**src/rtl/dds_osc_if.sv**
```systemverilog
// Oscillator bus: sample tick, gate, tracker config strobe and mixer sample stream.
// master = sequencer/mixer side, slave = oscillator.
interface dds_osc_if #(
  parameter int PHASE_WIDTH = 32,
  parameter int OUT_WIDTH   = 16,
  parameter int VOL_WIDTH   = 8
);
  logic                        sample_en;
  logic                        gate;
  logic                        cfg_valid;
  logic [PHASE_WIDTH-1:0]      cfg_freq;
  logic [1:0]                  cfg_wave;
  logic [7:0]                  cfg_duty;
  logic [VOL_WIDTH-1:0]        cfg_volume;
  logic                        cfg_pending;
  logic signed [OUT_WIDTH-1:0] sample_out;
  logic                        sample_valid;

  // cfg_valid is a one-cycle strobe with no ready; the oscillator always accepts it.
  // sample_valid is a one-cycle strobe with no backpressure.
  modport master (
    output sample_en, gate, cfg_valid, cfg_freq, cfg_wave, cfg_duty, cfg_volume,
    input  cfg_pending, sample_out, sample_valid
  );

  modport slave (
    input  sample_en, gate, cfg_valid, cfg_freq, cfg_wave, cfg_duty, cfg_volume,
    output cfg_pending, sample_out, sample_valid
  );
endinterface

```
**src/rtl/dds_osc.sv**
```systemverilog
// DDS voice oscillator (saw / triangle / pulse / noise) with wrap-synchronous config commit.
// Define DDS_OSC_NOISE_EN to build the LFSR noise waveform for wave 3.
module dds_osc #(
  parameter int PHASE_WIDTH = 32,
  parameter int OUT_WIDTH   = 16,
  parameter int VOL_WIDTH   = 8
) (
  input logic     clk,
  input logic     rst_active_high,
  dds_osc_if.slave osc_io
);

  localparam logic [OUT_WIDTH-1:0] WAVE_MAX = {1'b0, {(OUT_WIDTH-1){1'b1}}};
  localparam logic [OUT_WIDTH-1:0] WAVE_MIN = {1'b1, {(OUT_WIDTH-1){1'b0}}};

  logic [PHASE_WIDTH-1:0] freq_a_q, freq_s_q;
  logic [1:0]             wave_a_q, wave_s_q;
  logic [7:0]             duty_a_q, duty_s_q;
  logic [VOL_WIDTH-1:0]   vol_a_q, vol_s_q;
  logic                   pending_q;

  logic [PHASE_WIDTH-1:0] phase_q, phase_d;
  logic [PHASE_WIDTH:0]   acc_sum;
  logic                   wrap, commit;

  always_comb begin
    acc_sum = {1'b0, phase_q} + {1'b0, freq_a_q};
    wrap    = osc_io.sample_en & osc_io.gate & acc_sum[PHASE_WIDTH];
    commit  = wrap | ~osc_io.gate;
    phase_d = phase_q;
    if (!osc_io.gate)          phase_d = '0;
    else if (osc_io.sample_en) phase_d = acc_sum[PHASE_WIDTH-1:0];
  end

  // A coincident strobe overwrites the shadow after the old shadow was committed.
  always_ff @(posedge clk or posedge rst_active_high) begin
    if (rst_active_high) begin
      freq_a_q  <= '0;
      wave_a_q  <= '0;
      duty_a_q  <= '0;
      vol_a_q   <= '0;
      freq_s_q  <= '0;
      wave_s_q  <= '0;
      duty_s_q  <= '0;
      vol_s_q   <= '0;
      pending_q <= 1'b0;
    end else begin
      if (commit) begin
        freq_a_q  <= freq_s_q;
        wave_a_q  <= wave_s_q;
        duty_a_q  <= duty_s_q;
        vol_a_q   <= vol_s_q;
        pending_q <= 1'b0;
      end
      if (osc_io.cfg_valid) begin
        freq_s_q  <= osc_io.cfg_freq;
        wave_s_q  <= osc_io.cfg_wave;
        duty_s_q  <= osc_io.cfg_duty;
        vol_s_q   <= osc_io.cfg_volume;
        pending_q <= 1'b1;
      end
    end
  end

  logic [OUT_WIDTH-1:0] noise_w;
`ifdef DDS_OSC_NOISE_EN
  logic [14:0] lfsr_q;

  always_ff @(posedge clk or posedge rst_active_high) begin
    if (rst_active_high) lfsr_q <= 15'h7FFF;
    else if (wrap)       lfsr_q <= {lfsr_q[13:0], lfsr_q[14] ^ lfsr_q[13]};
  end

  assign noise_w = {lfsr_q, {(OUT_WIDTH-15){1'b0}}};
`else
  assign noise_w = '0;
`endif

  // Stage 0 captures the config in force at the tick, so a wrapping tick keeps the old settings.
  logic                 s0_valid_q, s0_on_q;
  logic [1:0]           s0_wave_q;
  logic [7:0]           s0_duty_q;
  logic [VOL_WIDTH-1:0] s0_vol_q;

  always_ff @(posedge clk or posedge rst_active_high) begin
    if (rst_active_high) begin
      phase_q    <= '0;
      s0_valid_q <= 1'b0;
      s0_on_q    <= 1'b0;
      s0_wave_q  <= '0;
      s0_duty_q  <= '0;
      s0_vol_q   <= '0;
    end else begin
      phase_q    <= phase_d;
      s0_valid_q <= osc_io.sample_en;
      if (osc_io.sample_en) begin
        s0_on_q   <= osc_io.gate;
        s0_wave_q <= wave_a_q;
        s0_duty_q <= duty_a_q;
        s0_vol_q  <= vol_a_q;
      end
    end
  end

  logic [OUT_WIDTH:0]   p_top;
  logic [OUT_WIDTH-1:0] tri_t, wave_d;

  always_comb begin
    p_top  = phase_q[PHASE_WIDTH-1 -: OUT_WIDTH+1];
    tri_t  = p_top[OUT_WIDTH] ? ~p_top[OUT_WIDTH-1:0] : p_top[OUT_WIDTH-1:0];
    wave_d = '0;
    case (s0_wave_q)
      2'd0:    wave_d = {~p_top[OUT_WIDTH], p_top[OUT_WIDTH-1 -: OUT_WIDTH-1]};
      2'd1:    wave_d = tri_t ^ WAVE_MIN;
      2'd2:    wave_d = (phase_q[PHASE_WIDTH-1 -: 8] < s0_duty_q) ? WAVE_MAX : WAVE_MIN;
      default: wave_d = noise_w;
    endcase
    if (!s0_on_q) wave_d = '0;
  end

  logic                        s1_valid_q;
  logic signed [OUT_WIDTH-1:0] s1_wave_q;
  logic [VOL_WIDTH-1:0]        s1_vol_q;
  logic signed [OUT_WIDTH+VOL_WIDTH:0] prod;
  logic signed [OUT_WIDTH-1:0] sample_out_q;
  logic                        sample_valid_q;

  assign prod = s1_wave_q * $signed({1'b0, s1_vol_q});

  always_ff @(posedge clk or posedge rst_active_high) begin
    if (rst_active_high) begin
      s1_valid_q     <= 1'b0;
      s1_wave_q      <= '0;
      s1_vol_q       <= '0;
      sample_out_q   <= '0;
      sample_valid_q <= 1'b0;
    end else begin
      s1_valid_q     <= s0_valid_q;
      s1_wave_q      <= wave_d;
      s1_vol_q       <= s0_vol_q;
      sample_valid_q <= s1_valid_q;
      if (s1_valid_q) sample_out_q <= OUT_WIDTH'(prod >>> VOL_WIDTH);
    end
  end

  assign osc_io.cfg_pending  = pending_q;
  assign osc_io.sample_out   = sample_out_q;
  assign osc_io.sample_valid = sample_valid_q;

endmodule

```
**src/flat_wrapper.sv**
```systemverilog
// flat-port wrapper written by rule: the top's interface ports become plain ports
module dds_osc_flat 
#(
  parameter int PHASE_WIDTH = 32,
  parameter int OUT_WIDTH   = 16,
  parameter int VOL_WIDTH   = 8
)
  (clk, rst_active_high, osc_io_sample_en, osc_io_gate, osc_io_cfg_valid, osc_io_cfg_freq, osc_io_cfg_wave, osc_io_cfg_duty, osc_io_cfg_volume, osc_io_cfg_pending, osc_io_sample_out, osc_io_sample_valid);
  dds_osc_if #(.PHASE_WIDTH(PHASE_WIDTH), .OUT_WIDTH(OUT_WIDTH), .VOL_WIDTH(VOL_WIDTH)) osc_io_i ();
  input logic clk;
  input logic rst_active_high;
  input wire logic [$bits(osc_io_i.sample_en)-1:0] osc_io_sample_en;
  input wire logic [$bits(osc_io_i.gate)-1:0] osc_io_gate;
  input wire logic [$bits(osc_io_i.cfg_valid)-1:0] osc_io_cfg_valid;
  input wire logic [$bits(osc_io_i.cfg_freq)-1:0] osc_io_cfg_freq;
  input wire logic [$bits(osc_io_i.cfg_wave)-1:0] osc_io_cfg_wave;
  input wire logic [$bits(osc_io_i.cfg_duty)-1:0] osc_io_cfg_duty;
  input wire logic [$bits(osc_io_i.cfg_volume)-1:0] osc_io_cfg_volume;
  output wire logic [$bits(osc_io_i.cfg_pending)-1:0] osc_io_cfg_pending;
  output wire logic [$bits(osc_io_i.sample_out)-1:0] osc_io_sample_out;
  output wire logic [$bits(osc_io_i.sample_valid)-1:0] osc_io_sample_valid;
  assign osc_io_i.sample_en = osc_io_sample_en;
  assign osc_io_i.gate = osc_io_gate;
  assign osc_io_i.cfg_valid = osc_io_cfg_valid;
  assign osc_io_i.cfg_freq = osc_io_cfg_freq;
  assign osc_io_i.cfg_wave = osc_io_cfg_wave;
  assign osc_io_i.cfg_duty = osc_io_cfg_duty;
  assign osc_io_i.cfg_volume = osc_io_cfg_volume;
  assign osc_io_cfg_pending = osc_io_i.cfg_pending;
  assign osc_io_sample_out = osc_io_i.sample_out;
  assign osc_io_sample_valid = osc_io_i.sample_valid;
  dds_osc #(.PHASE_WIDTH(PHASE_WIDTH), .OUT_WIDTH(OUT_WIDTH), .VOL_WIDTH(VOL_WIDTH)) u_core (.clk(clk), .rst_active_high(rst_active_high), .osc_io(osc_io_i));
endmodule
```
**config.mk**
```make
export PLATFORM = sky130hd
export DESIGN_NAME = dds_osc_flat
export DESIGN_NICKNAME = d
export VERILOG_FILES = /design/src/rtl/dds_osc_if.sv /design/src/rtl/dds_osc.sv /design/src/flat_wrapper.sv
export SDC_FILE = /design/constraint.sdc
export NUM_CORES = 1
export LEC_CHECK = 0
export BUFFER_PORTS_ARGS = -buffer_cell sky130_fd_sc_hd__buf_2
export CAP_MARGIN = 5
export CORE_MARGIN = 2
export CORE_UTILIZATION = 40
export CTS_BUF_LIST = sky130_fd_sc_hd__clkbuf_16
export CTS_CLUSTER_DIAMETER = 40
export CTS_CLUSTER_SIZE = 16
export DETAILED_ROUTE_END_ITERATION = 10
export PLACE_DENSITY_LB_ADDON = 0.1
export SLEW_MARGIN = 20
export SYNTH_ARGS = -nofsm -noshare
export SYNTH_HDL_FRONTEND = slang
export SYNTH_SLANG_ARGS = --single-unit
```
**constraint.sdc**
```tcl
create_clock -name clk -period 14.41 [get_ports clk]
set_clock_uncertainty 0.15 [all_clocks]
set_input_delay 1.441 -clock clk [delete_from_list [all_inputs] [get_ports clk]]
set_output_delay 1.441 -clock clk [all_outputs]
set_load 0.02 [all_outputs]
```
==> After elaboration in Yosys (flattened, before gate mapping) <==
Cells that the tools add are included.
{ "classes": {"add_sub_neg": 1, "mul": 1, "order_cmp": 1, "n_eq_ne": 3, "n_mux": 8, "bitwise_logic": 7, "n_reduce_logical": 2} }
{ "op_table": {"columns": ["operator", "count"], "rows": [
  ["$mux W32", 2],
  ["$mux W16", 3],
  ["$pmux W16 S3", 1],
  ["$add A32 B32 Y33", 1],
  ["$mul A16 B9 Y24", 1],
  ["$not A16 Y16", 1],
  ["$lt A8 B8 Y1", 1],
  ["$not A1 Y1", 3],
  ["$and A1 B1 Y1", 2],
  ["$eq A2 B1 Y1 const B", 1],
  ["$eq A2 B2 Y1 const B", 1],
  ["$logic_not A2 Y1", 1],
  ["$mux W1", 2],
  ["$ne A2 B2 Y1 const B", 1],
  ["$reduce_bool A2 Y1", 1],
  ["$or A1 B1 Y1", 1]
]} }
{ "word_totals": {"ff_bits": 195, "input_bits": 55, "output_inout_bits": 18} }

==> Longest topological paths before layout <==
Gate-level depths: netlist of run 1.
{ "depth": {"word_depth": 5, "mapped_depth": 19, "depth_no_buf": 18} }

==> Worst setup path after synthesis of run 1 <==
Ideal clock, no wire load.
{ "synth_timing": {"path_type": "reg-to-reg", "startpoint": "register u_core.s1_vol_q[5]", "endpoint": "register u_core.sample_out_q[13], in the netlist u_core.osc_io.sample_out[13]", "setup_time_ns": 0.125, "arrival_time_ns": 4.726, "required_time_ns": 14.135, "setup_slack_ns": 9.409, "stages_incl_launch_ff": 19, "synth_period_minus_slack_ns": 5.001, "path_cell_list": "dfrtp_1 > clkbuf_1 > nand2_1 > fa_1 > inv_1 > fa_1 > fa_1 > inv_1 > fa_1 > inv_1 > ha_1 > and3_1 > a221oi_1 > o21a_1 > a21o_1 > o211ai_1 > a21oi_1 > xnor2_1 > mux2_2"} }
{ "synth_via": {"elab_chain_len": 1} }
{ "synth_rtl": {"columns": ["item", "line_no", "source"], "rows": [
  ["start, declared", "dds_osc.sv:123", "logic [VOL_WIDTH-1:0] s1_vol_q;"],
  ["start signal, assigned", "dds_osc.sv:140", "s1_vol_q <= s0_vol_q;"],
  ["$mul A16 B9 Y24", "dds_osc.sv:128", "assign prod = s1_wave_q * $signed({1'b0, s1_vol_q});"],
  ["end signal, assigned", "dds_osc.sv:142", "if (s1_valid_q) sample_out_q <= OUT_WIDTH'(prod >>> VOL_WIDTH);"],
  ["end, declared", "dds_osc.sv:125", "logic signed [OUT_WIDTH-1:0] sample_out_q;"]
]} }
No other way between the ends.
A chain may end at the register's enable or synchronous reset.

==> Worst setup path after layout of run 1 <==
{ "layout_timing": {"startpoint": "register u_core.s1_vol_q[5]", "endpoint": "register u_core.sample_out_q[15], in the netlist u_core.osc_io.sample_out[15]"} }
The elaborated chain is that of the path after synthesis.

==> results list, run 1 <==
* Status: completed
* Async set or reset register ratio after synthesis: 100%
- Arrival time at the worst endpoint: 5.54 ns
- TritonCTS clock tree: built
- Startpoint-to-endpoint class of the critical path: register to register
- Worst hold slack after final layout: 0.199 ns
- Sequential fraction of the synthesis area: 35.7%
* Worst Tran Pin Value: 0.959 ns
- For this block, the initial DRC count from the detailed router was 432.
* CP cell instances: nand2_1 -> fa_1 -> inv_1 -> fa_1 -> fa_1 -> inv_1 -> fa_1 -> inv_1 -> ha_1 -> and3_1 -> a221oi_1 -> o21a_1 -> a21o_1 -> o211ai_1 -> a31oi_1 -> xnor2_1 -> a21oi_1
- Area inside the core boundary: 33600 µm²
- Most prevalent standard cell on the critical path: sky130_fd_sc_hd__fa_1
- Number of buffers inserted for hold repair after clock tree synthesis: 0
- Most frequent cell after synthesis: sky130_fd_sc_hd__dfrtp_1
- Ranked by instance count, the synthesized netlist is headed by sky130_fd_sc_hd__dfrtp_1 (195), sky130_fd_sc_hd__inv_1 (158), sky130_fd_sc_hd__nand2_1 (109).
- When the netlist entered floorplanning its net count stood at 1509.
* Reg clk slew, reported paths: 0.08 ns
* Slowest stage delay, CP: 0.65 ns
- Kind of launch point of the worst setup path: register
- Clock Path Buffers: 2
- Summed over all nets, the half-perimeter wirelength after detailed placement is 20300 µm.
- Main area contributors after synthesis: sky130_fd_sc_hd__dfrtp_1 (36%), sky130_fd_sc_hd__fa_1 (15%), sky130_fd_sc_hd__ha_1 (7.5%)
- Count of clock tree sinks: 195
* Number of antenna violations at the first check in global routing: 0
* Clock tree root buffer cell: sky130_fd_sc_hd__clkbuf_16
* Worst Setup EP: u_core.osc_io.sample_out[15]
* Global placement routability congestion: 0.836
- Number of antenna diodes: 0
- Starting density of the core: 40.7%
* Length in cells of the worst reg-to-reg path: 17
- During placement, the flow inserted port buffers numbering 72.
* Slew Limit Headroom: 36.0%
- Setup crit end kind: register
* Number of iterations in the first detailed-routing pass: 4
- Highest achievable clock rate: 186 MHz
* Path category of the worst min-delay check: register to register
* Count of instances resized after the clock tree is built: 0
- The largest total area in the synthesized netlist belongs to sky130_fd_sc_hd__dfrtp_1.
- In this run, synthesis produced a sequential element count of 195.
* Critical path's slowest cell: sky130_fd_sc_hd__dfrtp_1
* Final layout net count: 1552
* Largest net degree at the start of global routing: 132
- The average instance in the mapped netlist occupies 10.8 µm².
- Number of distinct library cell variants in the gate-level netlist after synthesis: 67
* Global-route usage over all layers: 16.9%
- Critical path data required time: 14.57 ns
- The final route contains 8871 vias.
- The startpoint identified for the worst register-to-register timing path is u_core.s1_vol_q[5].
* Portion of synthesized cell area occupied by the leading cell type: 35.7%
- Measured along the x axis, the die boundary spans 189 µm.
* Yosys Warn Count: 0
- After detailed routing, the average wire length per cell comes to 15.5 µm.
- The initialized floorplan defines 67 standard-cell rows.
- After routing, the total negative slack on setup checks comes to 0 ns.
* Post-detailed-route count of antenna-violating nets: 0
- Combined area of all synthesized cells: 13700 µm²
- The die covers 35700 µm².
- Dividing the detail-routed via count by the number of cells gives 4.99.
- The final layout contains routed wiring with a total length of 27600 µm.
* Number of H-tree levels: 4
- Number of slew-limit violations in the final report: 0
* Number of design rule violations left after detail routing: 0
- Reg-to-reg endpoint: u_core.osc_io.sample_out[15]
* Buffers inserted during post-CTS setup optimization: 0
* Most instantiated flip-flop cell in the synthesis netlist: sky130_fd_sc_hd__dfrtp_1
* Instance count of the mapped netlist: 1272
* Unrepaired setup endpoints after global routing: no
* Launching instance or port of the critical path: u_core.s1_vol_q[5]
* Clock buffer count from CTS: 17
- Area delta synth->final: 9.47%
- Global-route wire length before repair: 48500 µm
* Number of global-route vias before repair: 9462
* Final period utilization: 37.3%
- Share of cells above drive strength 1: 16.3%
- Congestion Overflow GR: 0
* Top fanout value on the critical path: 16
* Number of enable-type register cells in the synthesized netlist: 0
* Final count of negative-setup-slack endpoints: 0
- Final Hold Vio Count: 0
- Insertion delay to the later sink of the worst-skew pair: 0.45 ns
- Num ports: 73
* Die outline height: 189 µm
* Max cap viols: 0
- Crit path time final: 5.38 ns
* Setup slack on the worst flop-to-flop path: 9.03 ns
[worst max-delay path: cells and delay by family, from the launching register on]
family                   cells  cell delay, ns
AND/OR/NAND/NOR              2            0.38
flip-flops                   1            0.65
XOR/XNOR                     1            0.16
AO/OA/AOI/OAI                6            1.32
adder cells (fa/ha/maj)      5            2.43
buffers and inverters        3            0.14
[worst min path at each step]
stage                       from           endpoint  slack (ns)  cells past startpoint
2_1_floorplan  u_core.s0_valid_q  u_core.s1_valid_q        0.18                      0
6_report       u_core.s0_valid_q  u_core.s1_valid_q        0.20                      0
4_1_cts        u_core.s0_valid_q  u_core.s1_valid_q        0.20                      0
5_1_grt        u_core.s0_valid_q  u_core.s1_valid_q        0.21                      0
3_5_place_dp   u_core.s0_valid_q  u_core.s1_valid_q        0.19                      0
3_3_place_gp   u_core.s0_valid_q  u_core.s1_valid_q        0.18                      0
[sequential cells by signal (all words and copies together), names as in the netlist, 8 cells and up]
signal and flops:
u_core.s1_wave_q 16, u_core.s0_duty_q 8, u_core.osc_io.sample_out 16, u_core.s1_vol_q 8, u_core.freq_a_q 32, u_core.freq_s_q 32, u_core.vol_s_q 8, u_core.duty_s_q 8
u_core.duty_a_q 8, u_core.s0_vol_q 8, u_core.vol_a_q 8, u_core.phase_q 32
[kinds of logic after synthesis]
group | synth area share, %
DFF | 35.7
xor gates and xnor gates | 3.39
and+or+nand+nor | 10.7
adders and majority gates | 22.1
muxes | 11.3
AOI/OAI and AO/OA | 10.8
buffers and inverters | 6.05
[stage by stage]
stage | cell area (µm²) | setup slack (ns) | utilization [%] | instances
floorplan | 13700 | 7.51 | - | 1272
global placement | 14400 | 9.12 | 42.8 | 1744
detailed placement | 14400 | 9.01 | 42.8 | 1744
CTS | 15000 | 9.00 | 44.5 | 1776
global route | 15000 | 8.69 | 44.5 | 1776
finish | 15000 | 9.03 | 44.5 | 1776
[layout by cell type (no fill, tap or decap), types with 30 or more instances in the layout]
master,count
sky130_fd_sc_hd__dfrtp_1,195
sky130_fd_sc_hd__inv_1,158
sky130_fd_sc_hd__nand2_1,109
sky130_fd_sc_hd__fa_1,100
sky130_fd_sc_hd__ha_1,82
sky130_fd_sc_hd__buf_2,71
sky130_fd_sc_hd__mux2_2,66
sky130_fd_sc_hd__and2_1,58
sky130_fd_sc_hd__o21ai_0,51
sky130_fd_sc_hd__a21oi_1,46
sky130_fd_sc_hd__xnor2_1,39
sky130_fd_sc_hd__nor2b_1,36
sky130_fd_sc_hd__mux2_4,30
[layout make-up]
cell class                 count  area, µm²
tap                          448        561
sequential                   195       4880
clock inverter                15        143
multi-input combinational    867       7980
clock buffer                  17        425
fill                        3252      18600
timing repair buffer          75        385
inverter                     159        604
[metal layers]
| layer | share of wire (%) | global-route usage, % |
|---|---|---|
| met1 | 46 | 21.9 |
| met5 | 0 | 0 |
| met2 | 50 | 29.5 |
| met3 | 2.0 | 2.37 |
| met4 | 1.5 | 4.96 |
Power of run 1 is not shown: default switching activity piles up to over one toggle a cycle in this logic, so the estimate is an artifact.
==> inputs of run 2 (changes only) <==
--- a/config.mk
+++ b/config.mk
@@ -5,6 +5,7 @@
 export SDC_FILE = /design/constraint.sdc
 export NUM_CORES = 1
 export LEC_CHECK = 0
+export ABC_AREA = 1
 export BUFFER_PORTS_ARGS = -buffer_cell sky130_fd_sc_hd__buf_2
 export CAP_MARGIN = 5
 export CORE_MARGIN = 2
==> constraint.sdc (replaced) <==
create_clock -name clk -period 5.4 [get_ports clk]
set_clock_uncertainty 0.15 [all_clocks]
set_input_delay 0.54 -clock clk [delete_from_list [all_inputs] [get_ports clk]]
set_output_delay 0.54 -clock clk [all_outputs]
set_load 0.02 [all_outputs]
==> results list, run 2 <==
* Top fanout value on the critical path: 8
- Yosys Warn Count: 0
* Setup crit end kind: register
* Final Instance Count excl. Fillers: 2366
- Number of design rule violations left after detail routing: 0
- The netlist uses 46 different library cells.
- In this run, the combinational gates consume 36.4% of the power.
- Startpoint-to-endpoint class of the critical path: register to register
- Entering global routing, the biggest net connects 95 pins.
- Switching power total: 2.00 mW
- In this run the standard cell core region covers 36300 µm².
* Slowest stage delay, CP: 0.76 ns
- Portion of total power attributed to the clock network: 25.2%
- Routability-driven placement finished with a final weighted congestion of 0.874.
- The root buffer cell chosen for the clock tree is sky130_fd_sc_hd__clkbuf_16.
* Number of iterations in the first detailed-routing pass: 5
- Design area: 15800 µm²
* Final HPWL DP: 27200 µm
* Share of cells above drive strength 1: 13.8%
- Count of fill cells added during filler insertion: 3796
- Synthesis produced 1859 cells.
- Largest area contributor in the synthesized netlist: sky130_fd_sc_hd__dfrtp_1
* Async set or reset register ratio after synthesis: 100%
- Number of H-tree levels: 4
* Num ports: 73
- The signal on the critical path passes through nand2_1 -> fa_1 -> inv_1 -> fa_1 -> fa_1 -> inv_1 -> fa_1 -> inv_1 -> ha_1 -> nand2_1 -> nor3_1 -> nand4_1 -> nand3_1 -> nand2_1 -> a31oi_1.
- Global-route wire length before repair: 61400 µm
* Final layout net count: 2125
- Critical path's slowest cell: sky130_fd_sc_hd__fa_1
- Clock-pin slew was measured on the worst setup and hold paths at 0.07 ns.
- The largest registers in the layout are u_core.freq_a_q (32), u_core.freq_s_q (32), u_core.phase_q (32).
- The path class of the tightest hold or removal check is primary input to register.
- Leading cell type in the layout, fill and taps excluded: sky130_fd_sc_hd__nand2_1
* Arrival time at the worst endpoint: 5.18 ns
* Count of standard-cell rows: 70
- The detail route stage leaves a number of antenna-violating nets equal to 0.
- Unrepaired setup endpoints after global routing: no
* Most prevalent standard cell on the critical path: sky130_fd_sc_hd__fa_1
- The count of pins over their slew limit is 0.
- The number of nets in the synthesized netlist is 2096.
- Sorting the synthesized cells by area gives the leading types as sky130_fd_sc_hd__dfrtp_1 (33%), sky130_fd_sc_hd__nand2_1 (15%), sky130_fd_sc_hd__fa_1 (14%).
- The run finished with clean final reports.
- Horizontal extent of the die: 195 µm
* Max cap viols: 0
* Static leakage power: 8.73 nW
- In this run switching power makes up 39.7% of total power.
- Buffers inserted during post-CTS setup optimization: 0
- Global routing finished with a remaining overflow of 0.
- Die outline height: 195 µm
* Post-Place Worst Slack: 0.343 ns
* Most frequent cell after synthesis: sky130_fd_sc_hd__nand2_1
- STA puts the critical path data required time at 5.61 ns.
* Vias per cell: 4.88
- Global routing used 20.0% of the available tracks across all layers.
- STA classifies the critical path startpoint as a register.
* Post-detailed-routing wire length: 35300 µm
- Per report_power, the sequential group accounts for 38.3% of the total.
- Post-layout worst setup margin: 0.429 ns
- Based on the critical path, the design can be clocked at up to 201 MHz.
* Number of global-route vias before repair: 11.8k
- The initial utilization of the core area, before any placement, comes to 40.3%.
* Portion of synthesized cell area occupied by the leading cell type: 33.4%
* Die Outline Area: 38100 µm²
- Sequential fraction of the synthesis area: 33.4%
- Per-cell routed wire length: 14.9 µm
- The longest clock path from root to sink contains 2 buffers.
- In the final layout, the multi-input gates occupy 8310 µm².
- Cell types with the highest counts after synthesis: sky130_fd_sc_hd__nand2_1 (575), sky130_fd_sc_hd__inv_1 (270), sky130_fd_sc_hd__dfrtp_1 (195)
- In this run the cell area of the synthesized design comes to 14600 µm².
* Power per cell area: 317 nW/µm²
* TritonCTS clock tree: built
* Number of antenna diodes: 0
- Max rail drop VDD: 201 µV
- Final count of negative-setup-slack endpoints: 0
- Number of antenna violations at the first check in global routing: 0
- Count of clock tree sinks: 195
- The internal power of the cells totals 3.03 mW.
* Final period utilization: 92.1%
- Area delta synth->final: 8.43%
- Top library cells by usage in the layout, fill and taps aside: sky130_fd_sc_hd__nand2_1 (575), sky130_fd_sc_hd__inv_1 (270), sky130_fd_sc_hd__dfrtp_1 (190)
- The placed instances occupy a cell area of 15300 µm².
- Starting DRC count in detailed routing: 662
* Total placed cells including tap cells: 2336
* Clock buffer count from CTS: 17
* Number of synthesized register bits: 195
- The number of buffers and inverters on the critical path is 3.
- Headroom to the max-slew limit came out at 27.3%.
- For the pin with the worst max-slew slack, the measured transition is 1.09 ns.
- In the final layout, flip-flops and latches occupy 4890 µm².
* Number of enable-type register cells in the synthesized netlist: 0
- The number of hold violations in the final report was 0.
- Summed over all failing endpoints, the final setup total negative slack is 0 ns.
- Insertion delay to the later sink of the worst-skew pair: 0.45 ns
* Most instantiated flip-flop cell in the synthesis netlist: sky130_fd_sc_hd__dfrtp_1
* Number of buffers added on ports: 72
- After synthesis, the mean cell area works out to 7.86 µm².
- Grouping stages by cell kind, the critical path spends the most delay in adder cells.
* Total via count after detailed routing: 11.5k
- The clock period could shrink to 4.97 ns.
run 2: changes by cell type in the layout (fill, tap and decap cells not counted), sizes merged, moves of 15 or more:
| cell | delta |
|---|---|
| a21o | -17 |
| a21oi | +21 |
| and2 | -57 |
| inv | +113 |
| mux2 | -107 |
| nand2 | +576 |
| nand3 | +109 |
| nor2 | +54 |
| nor2b | -36 |
| o211ai | -15 |
| o311a | -15 |
| xnor2 | -35 |
run 2: cells by family after synthesis:
| kind of cell | after synthesis | share of synthesized area [%] |
|---|---|---|
| AO/OA/AOI/OAI | 184 | 7.14 |
| XOR/XNOR | 9 | 0.539 |
| adder cells (fa/ha/maj) | 182 | 20.7 |
| buffers and inverters | 352 | 9.78 |
| flip-flops | 195 | 33.4 |
| multiplexers | 8 | 0.616 |
| AND/OR/NAND/NOR | 929 | 27.8 |
run 2: tightest hold or removal path, stage by stage:
cell and delay [ns]:
sky130_fd_sc_hd__buf_2 0.07, sky130_fd_sc_hd__nand2_1 0.04, sky130_fd_sc_hd__nand2_1 0.05
run 2: layer usage:
metal,track usage (%),routed length (µm),up-vias
met4,4.50,518,0
met2,30.3,15100,205
li1,-,-,5800
met3,2.42,1210,27
met5,0,0,-
met1,30.5,18400,5517
run 2: power groups by stage:
stage	combinational, mW	sequential (mW)	clock (mW)
5_1_grt	2.16	1.96	1.38
4_1_cts	1.86	1.93	1.32
6_report	1.83	1.93	1.27
2_1_floorplan	1.43	1.88	0
3_5_place_dp	1.85	1.95	0
3_3_place_gp	1.83	1.95	0
run 2: cell type report:
class | instances | area share [%]
Clock buffer | 17 | 2.68
Clock inverter | 12 | 0.845
Inverter | 280 | 6.67
Multi-Input combinational cell | 1312 | 52.4
Sequential cell | 195 | 30.8
Tap cell | 468 | 3.70
Timing Repair Buffer | 82 | 2.84
run 2: per-stage QoR:
stage	hold slack, ns	util [%]	total power, mW
CTS	0.121	43.7	5.10
finish	0.140	43.7	5.03
global route	0.124	43.7	5.50
detailed placement	0.185	42.1	3.80
floorplan	0.181	-	3.31
global placement	0.183	42.1	3.78
run 2: path summary, 6_finish.rpt:
| path | startpoint | endpoint | slack, ns | cells past startpoint |
|---|---|---|---|---|
| max reg2reg | u_core.s1_wave_q[15] | u_core.osc_io.sample_out[13] | 0.43 | 15 |
| min | osc_io_cfg_freq[14] | u_core.freq_s_q[14] | 0.14 | 3 |
| min in group asynchronous | rst_active_high | u_core.freq_s_q[23] | 0.48 | 3 |
| max in group asynchronous | rst_active_high | u_core.duty_a_q[3] | 3.55 | 4 |
| max | u_core.s1_wave_q[15] | u_core.osc_io.sample_out[13] | 0.43 | 15 |
| min reg2reg | u_core.s0_valid_q | u_core.s1_valid_q | 0.20 | 0 |
run 2: timing repair:
item,CTS,global route
endpoints found under the hold margin,13,0
setup endpoints to repair,0,1
resized for setup,0,5
hold buffers,1,0
Power figures use the tool's default switching activity.
==> inputs of run 3 (changes only) <==
--- a/config.mk
+++ b/config.mk
@@ -9,8 +9,8 @@
 export BUFFER_PORTS_ARGS = -buffer_cell sky130_fd_sc_hd__buf_2
 export CAP_MARGIN = 5
 export CORE_MARGIN = 2
-export CORE_UTILIZATION = 40
-export CTS_BUF_LIST = sky130_fd_sc_hd__clkbuf_16
+export CORE_UTILIZATION = 25
+export CTS_BUF_LIST = sky130_fd_sc_hd__clkbuf_8
 export CTS_CLUSTER_DIAMETER = 40
 export CTS_CLUSTER_SIZE = 16
 export DETAILED_ROUTE_END_ITERATION = 10
==> results list, run 3 (same netlist as run 2, synthesis figures left out) <==
* Status: completed
- The internal portion of the total power is 2.77 mW.
- The via count of the first global-routing pass is 11.9k.
* Highest achievable clock rate: 199 MHz
- TritonCTS built the clock tree.
- Slowest stage delay, CP: 0.71 ns
- Worst Tran Pin Value: 1.02 ns
* Static leakage power: 8.67 nW
- Horizontal extent of the die: 246 µm
* Global-route wire length before repair: 65700 µm
- Switching power total: 2.04 mW
- Port buffering added 72 buffers.
- The number of hold violations in the final report was 0.
* Critical path data required time: 5.68 ns
- The count of pins over their slew limit is 0.
- Insertion delay to the later sink of the worst-skew pair: 0.53 ns
- Broken down by cell family, the worst path's largest delay share belongs to adder cells.
* Die Outline Area: 60400 µm²
* Unrepaired setup endpoints after global routing: no
- Most prevalent standard cell on the critical path: sky130_fd_sc_hd__fa_1
- Hold path depth: 3
- Clock tree root buffer cell: sky130_fd_sc_hd__clkbuf_8
* Combinational power share: 38.6%
* Count of clock tree sinks: 195
- Post-detailed-routing wire length: 38300 µm
* Number of design rule violations left after detail routing: 0
- Among all stages on the critical path, the largest delay is contributed by sky130_fd_sc_hd__dfrtp_1.
* Sw frac: 42.4%
- Power per cell area: 300 nW/µm²
* Seq pwr share: 39.8%
- After the first detailed-routing iteration, the DRC count stood at 689.
* Worst hold slack after final layout: 0.0526 ns
- In the finished design, the share of the clock period the worst path needs comes to 93.3%.
- Overall power consumption after layout is estimated at 4.82 mW.
- The floorplan has 88 rows.
- Counting cells, the worst reg-to-reg path comes to 15.
- The H-tree was split into 4 levels.
* Leading cell type in the layout, fill and taps excluded: sky130_fd_sc_hd__nand2_1
- Count of fill cells added during filler insertion: 6409
- The initial utilization of the core area, before any placement, comes to 25.3%.
- The signal on the critical path passes through nand2_1 -> fa_1 -> inv_1 -> fa_1 -> fa_1 -> inv_1 -> fa_1 -> inv_1 -> ha_1 -> nand2_1 -> nor3_1 -> nand4_1 -> nand3_1 -> nand2_1 -> a31oi_1.
* Reg clk slew, reported paths: 0.12 ns
- Pin placement for this block handled 73 I/O pins.
* Registers with the highest flip-flop counts: u_core.freq_a_q (32), u_core.freq_s_q (32), u_core.phase_q (32)
* Max rail drop VDD: 154 µV
- Max-cap violations in this run came to 0.
* Clock Path Buffers: 2
- Die outline height: 246 µm
- After the last flow step, the layout net total stands at 2125.
* Top fanout value on the critical path: 16
* Number of logic stages on the critical path including buffering: 15
* Total via count after detailed routing: 11.4k
- Final count of negative-setup-slack endpoints: 0
* Global placement routability congestion: 0.838
* Final HPWL DP: 29800 µm
* Area delta synth->final: 9.93%
* Clock buffer count from CTS: 17
- In this run the remaining antenna-violating nets after routing total 0.
- After detailed routing, the average wire length per cell comes to 14.4 µm.
- Number of antenna violations at the first check in global routing: 1
- Entering global routing, the biggest net connects 115 pins.
- Arrival time at the worst endpoint: 5.32 ns
- Kind of launch point of the worst setup path: register
* Portion of total power attributed to the clock network: 21.6%
- Share of cells above drive strength 1: 13.9%
* Vias per cell: 4.28
- STA classifies the critical path endpoint as a register.
* Congestion Overflow GR: 0
* Slew Limit Headroom: 31.7%
* Area inside the core boundary: 57700 µm²
- The worst setup path is of the register to register kind.
- Global-route usage over all layers: 13.6%
- In the final timing run, aggregate negative setup slack is 0 ns.
- In the layout the commonest cells are sky130_fd_sc_hd__nand2_1 (575), sky130_fd_sc_hd__inv_1 (269), sky130_fd_sc_hd__dfrtp_1 (194).
- After layout, the minimum clock period comes to 5.04 ns.
* Buffers inserted during post-CTS setup optimization: 0
- The pre-antenna-repair detailed-routing pass consisted of 5 iterations.
* WP buf/inv: 3
- Path category of the worst min-delay check: primary input to register
[run 3: worst register-to-register path: stages (launching register included)]
cell                      delay (ns)
sky130_fd_sc_hd__dfrtp_1        0.71
sky130_fd_sc_hd__nand2_1        0.14
sky130_fd_sc_hd__fa_1           0.69
sky130_fd_sc_hd__inv_1          0.10
sky130_fd_sc_hd__fa_1           0.47
sky130_fd_sc_hd__fa_1           0.54
sky130_fd_sc_hd__inv_1          0.05
sky130_fd_sc_hd__fa_1           0.47
sky130_fd_sc_hd__inv_1          0.04
sky130_fd_sc_hd__ha_1           0.41
sky130_fd_sc_hd__nand2_1        0.20
sky130_fd_sc_hd__nor3_1         0.39
sky130_fd_sc_hd__nand4_1        0.29
sky130_fd_sc_hd__nand3_1        0.14
sky130_fd_sc_hd__nand2_1        0.06
sky130_fd_sc_hd__a31oi_1        0.12
[run 3: worst paths after layout]
| kind | start | to | slack [ns] |
|---|---|---|---|
| max in group asynchronous | rst_active_high | u_core.s1_vol_q[3] | 3.35 |
| hold reg to reg | u_core.s0_valid_q | u_core.s1_valid_q | 0.21 |
| setup / recovery | u_core.s1_vol_q[2] | u_core.osc_io.sample_out[13] | 0.36 |
| setup reg to reg | u_core.s1_vol_q[2] | u_core.osc_io.sample_out[13] | 0.36 |
| hold / removal | osc_io_cfg_freq[10] | u_core.freq_s_q[10] | 0.05 |
| min in group asynchronous | rst_active_high | u_core.freq_s_q[17] | 0.48 |
[run 3: stage by stage]
| step | utilization [%] | worst slack (ns) | instance area [µm²] | instances |
|---|---|---|---|---|
| 6_report | 27.8 | 0.364 | 16100 | 2667 |
| 5_1_grt | 27.8 | 0.0947 | 16100 | 2667 |
| 4_1_cts | 27.8 | 0.340 | 16100 | 2666 |
| 3_5_place_dp | 27.1 | 0.390 | 15600 | 2633 |
| 3_3_place_gp | 27.1 | 0.304 | 15600 | 2633 |
| 2_1_floorplan | - | 0.858 | 14600 | 1859 |
[run 3: what timing repair did]
action | in CTS | in global routing
hold endpoints to repair | 22 | 0
setup endpoints to repair | 0 | 1
hold buffers | 1 | 0
resized for setup | 0 | 1
[run 3: routing by layer]
metal  GRT usage (%)  wire length [µm]  share of wire (%)
met3            1.39               700                1.8
met1            20.4             20600                 54
met4            3.71               559                1.5
met2            20.6             16400                 43
met5               0                 0                  0
[run 3: cell type report]
class / count / area [µm²] / share of cell area, %
inverter: 280 / 1060 / 6.58
multi-input combinational: 1312 / 8310 / 51.7
clock buffer: 20 / 275 / 1.71
sequential: 195 / 4880 / 30.4
tap: 765 / 957 / 5.96
clock inverter: 12 / 131 / 0.818
timing repair buffer: 82 / 450 / 2.80
antenna: 1 / 2.50 / 0.0156
[run 3: power groups by stage]
stage | combinational, mW | clock [mW] | sequential (mW)
floorplan | 1.43 | 0 | 1.88
global placement | 1.89 | 0 | 1.95
detailed placement | 1.89 | 0 | 1.95
CTS | 1.90 | 1.09 | 1.93
global route | 2.20 | 1.14 | 1.96
finish | 1.86 | 1.04 | 1.92
